<file path="src/rtl/line_follow_pid.sv">
// N-channel line follower: hysteresis thresholding, position error, saturating PID
// and lost-line search/stop, as a 4-stage pipeline advanced by sample_valid tokens.
module line_follow_pid #(
    parameter int N_SENS      = 3,
    parameter int ADC_W       = 12,
    parameter int HYST        = 8,
    parameter int DUTY_W      = 8,
    parameter int I_MAX       = 30,
    parameter int SEARCH_DUTY = 40,
    parameter int LOST_LIMIT  = 200
) (
    input  logic                      clk_50,
    input  logic                      reset,
    input  logic                      sample_valid,
    input  logic [N_SENS*ADC_W-1:0]   sens_data,
    input  logic [ADC_W-1:0]          thr,
    input  logic [DUTY_W-1:0]         base_duty,
    input  logic [7:0]                kp,
    input  logic [7:0]                ki,
    input  logic [7:0]                kd,
    output logic [N_SENS-1:0]         line_bits,
    output logic signed [3:0]         error,
    output logic [1:0]                state,
    output logic [DUTY_W-1:0]         duty_left,
    output logic [DUTY_W-1:0]         duty_right,
    output logic                      out_valid
);

    localparam int LOST_W = $clog2(LOST_LIMIT + 1);
    localparam logic signed [15:0] I_MAX_S    = 16'(I_MAX);
    localparam logic signed [25:0] DUTY_MAX_S = 26'(2**DUTY_W - 1);
    localparam logic signed [25:0] SEARCH_S   = 26'(SEARCH_DUTY);

    typedef enum logic [1:0] {
        ST_TRACK  = 2'b00,
        ST_SEARCH = 2'b01,
        ST_STOP   = 2'b10
    } state_e;

    // Handshake: a token enters when sample_valid is high on a rising edge and
    // leaves as a single out_valid pulse four edges later; there is no backpressure.

    // ---------------- stage 1: hysteresis ----------------
    logic [N_SENS-1:0] line_bits_q, bits_d;
    logic              v1_q;
    logic [DUTY_W-1:0] base1_q;
    logic [7:0]        kp1_q, ki1_q, kd1_q;
    logic [ADC_W:0]    hi_sum;
    logic [ADC_W-1:0]  hi_thr, lo_thr, ch;

    always_comb begin
        hi_sum = {1'b0, thr} + (ADC_W+1)'(HYST);
        hi_thr = hi_sum[ADC_W] ? '1 : hi_sum[ADC_W-1:0];
        lo_thr = (thr < ADC_W'(HYST)) ? '0 : thr - ADC_W'(HYST);
        bits_d = line_bits_q;
        ch     = '0;
        for (int i = 0; i < N_SENS; i++) begin
            ch = sens_data[i*ADC_W +: ADC_W];
            if (ch > hi_thr)      bits_d[i] = 1'b1;
            else if (ch < lo_thr) bits_d[i] = 1'b0;
        end
    end

    always_ff @(posedge clk_50 or posedge reset) begin
        if (reset) begin
            line_bits_q <= '0;
            v1_q        <= 1'b0;
            base1_q     <= '0;
            kp1_q       <= '0;
            ki1_q       <= '0;
            kd1_q       <= '0;
        end else begin
            v1_q <= sample_valid;
            if (sample_valid) begin
                line_bits_q <= bits_d;
                base1_q     <= base_duty;
                kp1_q       <= kp;
                ki1_q       <= ki;
                kd1_q       <= kd;
            end
        end
    end

    // ---------------- stage 2: error, FSM, integral, derivative ----------------
    state_e              state_q, state_d;
    logic signed [3:0]   error_q, error_d, prev_q, prev_d, err_calc;
    logic signed [15:0]  integ_q, integ_d, integ_sum;
    logic signed [4:0]   deriv_q, deriv_d;
    logic [LOST_W-1:0]   lost_q, lost_d, lost_inc;
    logic                neg_q, neg_d, any_set, all_set, v2_q;
    logic [3:0]          lo_idx, hi_idx;
    logic [DUTY_W-1:0]   base2_q;
    logic [7:0]          kp2_q, ki2_q, kd2_q;

    always_comb begin
        any_set = |line_bits_q;
        all_set = &line_bits_q;
        lo_idx  = '0;
        hi_idx  = '0;
        for (int i = N_SENS - 1; i >= 0; i--)
            if (line_bits_q[i]) lo_idx = 4'(i);
        for (int i = 0; i < N_SENS; i++)
            if (line_bits_q[i]) hi_idx = 4'(i);
        err_calc  = lo_idx + hi_idx - 4'(N_SENS - 1);
        integ_sum = integ_q + 16'(err_calc);
        lost_inc  = lost_q + 1'b1;
    end

    always_comb begin
        state_d = state_q;
        error_d = error_q;
        integ_d = integ_q;
        prev_d  = prev_q;
        deriv_d = deriv_q;
        lost_d  = lost_q;
        neg_d   = neg_q;
        if (v1_q) begin
            if (!any_set) begin
                error_d = '0;
                deriv_d = '0;
                case (state_q)
                    ST_TRACK: begin
                        state_d = ST_SEARCH;
                        integ_d = '0;
                        lost_d  = LOST_W'(1);
                    end
                    ST_SEARCH: begin
                        lost_d = lost_inc;
                        if (lost_inc == LOST_W'(LOST_LIMIT)) state_d = ST_STOP;
                    end
                    default: state_d = ST_STOP;
                endcase
            end else begin
                state_d = ST_TRACK;
                error_d = err_calc;
                // A junction (all sensors set) must not wind up the integrator.
                if (!all_set) begin
                    if (integ_sum > I_MAX_S)       integ_d = I_MAX_S;
                    else if (integ_sum < -I_MAX_S) integ_d = -I_MAX_S;
                    else                           integ_d = integ_sum;
                end
                if (state_q == ST_TRACK) begin
                    deriv_d = 5'(err_calc) - 5'(prev_q);
                    prev_d  = err_calc;
                end else begin
                    deriv_d = '0;
                    prev_d  = '0;
                    lost_d  = '0;
                end
                if (err_calc != 4'sd0) neg_d = err_calc[3];
            end
        end
    end

    always_ff @(posedge clk_50 or posedge reset) begin
        if (reset) begin
            state_q <= ST_STOP;
            error_q <= '0;
            integ_q <= '0;
            prev_q  <= '0;
            deriv_q <= '0;
            lost_q  <= '0;
            neg_q   <= 1'b0;
            v2_q    <= 1'b0;
            base2_q <= '0;
            kp2_q   <= '0;
            ki2_q   <= '0;
            kd2_q   <= '0;
        end else begin
            state_q <= state_d;
            error_q <= error_d;
            integ_q <= integ_d;
            prev_q  <= prev_d;
            deriv_q <= deriv_d;
            lost_q  <= lost_d;
            neg_q   <= neg_d;
            v2_q    <= v1_q;
            if (v1_q) begin
                base2_q <= base1_q;
                kp2_q   <= kp1_q;
                ki2_q   <= ki1_q;
                kd2_q   <= kd1_q;
            end
        end
    end

    // ---------------- stage 3: PID sum ----------------
    logic signed [23:0] delta_q, delta_d;
    state_e             st3_q;
    logic               neg3_q, v3_q;
    logic [DUTY_W-1:0]  base3_q;

    always_comb begin
        delta_d = 24'($signed({1'b0, kp2_q})) * 24'(error_q)
                + 24'($signed({1'b0, ki2_q})) * 24'(integ_q)
                + 24'($signed({1'b0, kd2_q})) * 24'(deriv_q);
    end

    always_ff @(posedge clk_50 or posedge reset) begin
        if (reset) begin
            delta_q <= '0;
            st3_q   <= ST_STOP;
            neg3_q  <= 1'b0;
            base3_q <= '0;
            v3_q    <= 1'b0;
        end else begin
            v3_q <= v2_q;
            if (v2_q) begin
                delta_q <= delta_d;
                st3_q   <= state_q;
                neg3_q  <= neg_q;
                base3_q <= base2_q;
            end
        end
    end

    // ---------------- stage 4: duty words ----------------
    function automatic logic [DUTY_W-1:0] sat_duty(input logic signed [25:0] v);
        if (v < 26'sd0)           return '0;
        else if (v > DUTY_MAX_S)  return '1;
        else                      return v[DUTY_W-1:0];
    endfunction

    logic [DUTY_W-1:0]  duty_l_q, duty_r_q, duty_l_d, duty_r_d, fast_d, slow_d;
    logic signed [25:0] b_ext, d_ext;
    logic               ov_q;

    always_comb begin
        b_ext    = 26'($signed({1'b0, base3_q}));
        d_ext    = 26'(delta_q);
        fast_d   = sat_duty(b_ext + SEARCH_S);
        slow_d   = sat_duty(b_ext - SEARCH_S);
        duty_l_d = '0;
        duty_r_d = '0;
        case (st3_q)
            ST_TRACK: begin
                duty_l_d = sat_duty(b_ext + d_ext);
                duty_r_d = sat_duty(b_ext - d_ext);
            end
            // Positive (or never-set) last error means the line is to the right.
            ST_SEARCH: begin
                duty_l_d = neg3_q ? slow_d : fast_d;
                duty_r_d = neg3_q ? fast_d : slow_d;
            end
            default: ;
        endcase
    end

    always_ff @(posedge clk_50 or posedge reset) begin
        if (reset) begin
            duty_l_q <= '0;
            duty_r_q <= '0;
            ov_q     <= 1'b0;
        end else begin
            ov_q <= v3_q;
            if (v3_q) begin
                duty_l_q <= duty_l_d;
                duty_r_q <= duty_r_d;
            end
        end
    end

    assign line_bits  = line_bits_q;
    assign error      = error_q;
    assign state      = state_q;
    assign duty_left  = duty_l_q;
    assign duty_right = duty_r_q;
    assign out_valid  = ov_q;

endmodule

</file>
<file path="config.mk">
export PLATFORM = sky130hd
export DESIGN_NAME = line_follow_pid
export DESIGN_NICKNAME = d
export VERILOG_FILES = /design/src/rtl/line_follow_pid.sv
export SDC_FILE = /design/constraint.sdc
export NUM_CORES = 1
export LEC_CHECK = 0
export BUFFER_PORTS_ARGS = -buffer_cell sky130_fd_sc_hd__buf_4
export CAP_MARGIN = 20
export CORE_ASPECT_RATIO = 0.9
export CORE_MARGIN = 2
export CORE_UTILIZATION = 69
export DETAILED_ROUTE_END_ITERATION = 8
export PLACE_DENSITY = 0.89
export SLEW_MARGIN = 40
export SYNTH_ARGS = -nofsm -noshare
export SYNTH_HDL_FRONTEND = slang
export SYNTH_SLANG_ARGS = --single-unit
</file>
<file path="constraint.sdc">
create_clock -name clk_50 -period 16 [get_ports clk_50]
set_input_delay 3.2 -clock clk_50 [delete_from_list [all_inputs] [get_ports clk_50]]
set_output_delay 3.2 -clock clk_50 [all_outputs]
set_load 0.03 [all_outputs]
</file>
==> reports/qor.txt <==
CP top delay family: adder cells
Worst EP required: 16330 ps
FP Rows: 57
Seq cells post-synth: 162
Post-route minimum period: 6990 ps
DP Worst Slack: 9090 ps
Largest net degree at the start of global routing: 89
Layout cell share with drive strength beyond 1: 12.3%
CTS tree: built
First DRT Iteration DRCs: 1422
Reg2reg path depth: 19
CP max FO: 17
Post-DR wirelength/cell: 19.2 µm
Asr flop ratio synth: 100%
Slack of the critical path: 9010 ps
Highest clock rate: 143 MHz
Worst path most repeated cell: fa_1
Yosys cell types: 82
Most used DFF post-synth: dfrtp_1
P&R area growth vs syn: 8.42%
RSZ-0062 raised after global routing: no
Nets@finish: 2599
Worst skew pair latency: 450 ps
Die area: 29000 µm²
Hold path depth: 2
Vias in the first global route: 15.1k
Synth area leader: dfrtp_1
Mapped Area: 19100 µm²
Setup total negative slack: 0 ps
Dpl hpwl: 37800 µm
Syn Inst Count: 2074
Status: finished, final reports clean
Drt first pass iters: 6
Hold Fails Final Rpt: 0
Post-DR vias/cell: 6.20
First-pass GRT wire length: 77800 µm
Sequential fraction of the synthesis area: 21.3%
Critical path type: flop to flop
Number of flops mapped to enable cells by yosys: 0
Setup violators final: 0
Max-cap viol count: 0
CP startpoint kind: flop
Routability congestion estimate: 0.994
CTS Hold Bufs: 0
# DRC: 0
Initial Utilization: 70.3%
GRT Residual Overflow: 0
Post-synth net total: 2550
CP endpoint kind: flop
Worst hold path class: flop to flop
Worst-path clk slew: 70 ps
Fin Hold WS: 483 ps
Slowest CP cell: o311ai_0
CP Buf/Inv Count: 4
# clock sinks: 162
Synth warn: 0
Post-route antenna net violation count: 0
Vias: 15.4k
Root buf cell: clkbuf_16
Chip width: 179 µm
Post-Route WL: 47800 µm
Htree depth: 4
All-Layer GR Usage: 34.1%
Post-CTS Resized: 0
# Post-CTS Setup Buffers: 0
Worst-path cell chain: and2_1 > fa_1 > inv_1 > fa_1 > inv_1 > fa_1 > fa_1 > fa_1 > inv_1 > fa_1 > inv_1 > ha_1 > a211o_1 > o31ai_1 > a31oi_1 > o311ai_0 > a311oi_1 > or3_1 > o311ai_0
Antenna violations before repair: 0
Final Max Tran Viols: 0
Worst-margin pin slew: 732 ps
Clk buf depth: 2
Number of buffers created by CTS: 17
Area contributors post-synth: dfrtp_1 21%, fa_1 20%, ha_1 13%
Relative slew slack: 50.6%
Syn avg cell area: 9.19 µm²
Instance count on the critical path: 19
Antenna Cells: 0
Yosys top cell area share: 21.0%
Final period utilization: 43.7%
Clk_skew: 12.3 ps
Total core area: 27100 µm²
Boundary Pins: 109
CP max stage delay: 700 ps
PortBufs: 108
Crit path arrival time: 7320 ps
Die Height: 162 µm
-- cells in the mapped netlist (14+ instances only) --
library cell / instances
inv_1: 293
ha_1: 198
fa_1: 195
nand2_1: 181
dfrtp_1: 160
nor2_1: 114
and2_1: 109
o21ai_0: 81
a21oi_1: 79
mux2_2: 79
clkbuf_1: 71
a21o_1: 44
xnor2_1: 44
nand3_1: 42
nand2b_1: 31
nor3_1: 28
nand4_1: 21
nor4_1: 18
xor2_1: 18
a211oi_1: 17
o31ai_1: 15
or3_1: 15
o211ai_1: 14
-- flip-flops by register name, summed over array words and instances, names as in the netlist, 5 cells and up --
register,cells
base1_q,8
base2_q,8
base3_q,8
delta_q,24
deriv_q,5
duty_left,8
duty_right,8
integ_q,16
kd1_q,8
kd2_q,8
ki1_q,8
ki2_q,8
kp1_q,8
kp2_q,8
lost_q,8
-- logic make-up after synthesis --
family	count (synthesis)	share of synthesized area, %
xor+xnor	62	2.85
compound gates	375	13.6
fa+ha+maj	393	33.5
buf+inv	376	7.50
simple gates	620	16.3
flops	162	21.3
mux	86	5.04
-- final cells by class --
cell class                 instances  area, µm²
clock inverter                    13        168
clock buffer                      18        439
fill                            1859       6440
multi-input combinational       1536      13600
timing repair buffer             112        845
sequential                       162       4060
inverter                         294       1110
tap                              354        443
-- path summary, 6_finish.rpt --
check | start | end | slack (ps)
worst min register to register | base2_q[6] | base3_q[6] | 480
worst max register to register | ki2_q[5] | delta_q[23] | 9010
max in group asynchronous | reset | delta_q[7] | 12120
min in group asynchronous | reset | ki1_q[7] | 2820
worst min-delay path | base2_q[6] | base3_q[6] | 480
worst max-delay path | ki2_q[5] | delta_q[23] | 9010
-- metrics by stage --
stage / util (%) / area [µm²] / cells
finish: 76.2 / 20700 / 2489
global route: 76.2 / 20700 / 2489
CTS: 76.2 / 20600 / 2489
detailed placement: 73.9 / 20000 / 2458
global placement: 73.9 / 20000 / 2458
floorplan: - / 19100 / 2074
-- metal layers --
| layer | GRT usage (%) | wire length [µm] |
|---|---|---|
| met2 | 53.7 | 22200 |
| met1 | 50.1 | 21200 |
| met4 | 7.04 | 896 |
| met3 | 5.85 | 3510 |
| met5 | 0 | 0 |
-- worst reg2reg max path, delay by kind of cell, from the launching register on --
| kind | cells | cell delay [ps] |
|---|---|---|
| AOI/OAI and AO/OA | 6 | 1950 |
| adders and majority gates | 7 | 3480 |
| buffers and inverters | 4 | 220 |
| DFF | 1 | 570 |
| and+or+nand+nor | 2 | 670 |
-- cells in the final DEF (no fill, tap or decap), types with 7 or more instances in the layout --
cell type | netlist | final
a21o_1 | 44 | 44
mux2_2 | 79 | 79
buf_4 | 1 | 111
and2_1 | 109 | 109
nand2_1 | 181 | 181
nand2b_1 | 31 | 31
nor2b_1 | 12 | 12
nand3_1 | 42 | 41
fa_1 | 195 | 195
clkbuf_16 | 0 | 17
inv_1 | 293 | 292
o31ai_1 | 15 | 15
o22ai_1 | 13 | 13
o21a_1 | 8 | 8
xor2_1 | 18 | 18
nor2_1 | 114 | 114
and3_1 | 13 | 13
or3_1 | 15 | 15
or2_2 | 10 | 10
a21oi_1 | 79 | 79
dfrtp_1 | 160 | 159
o21ai_0 | 81 | 81
nor4_1 | 18 | 18
nand4_1 | 21 | 21
xnor2_1 | 44 | 44
nor3_1 | 28 | 27
o31ai_2 | 9 | 9
mux2i_1 | 7 | 7
ha_1 | 198 | 197
o311ai_0 | 8 | 8
a211oi_1 | 17 | 17
o211ai_1 | 14 | 14
Power is left out: the tool's default activity adds up to more than one toggle a clock period on the data nets, which glitch-free logic cannot reach.
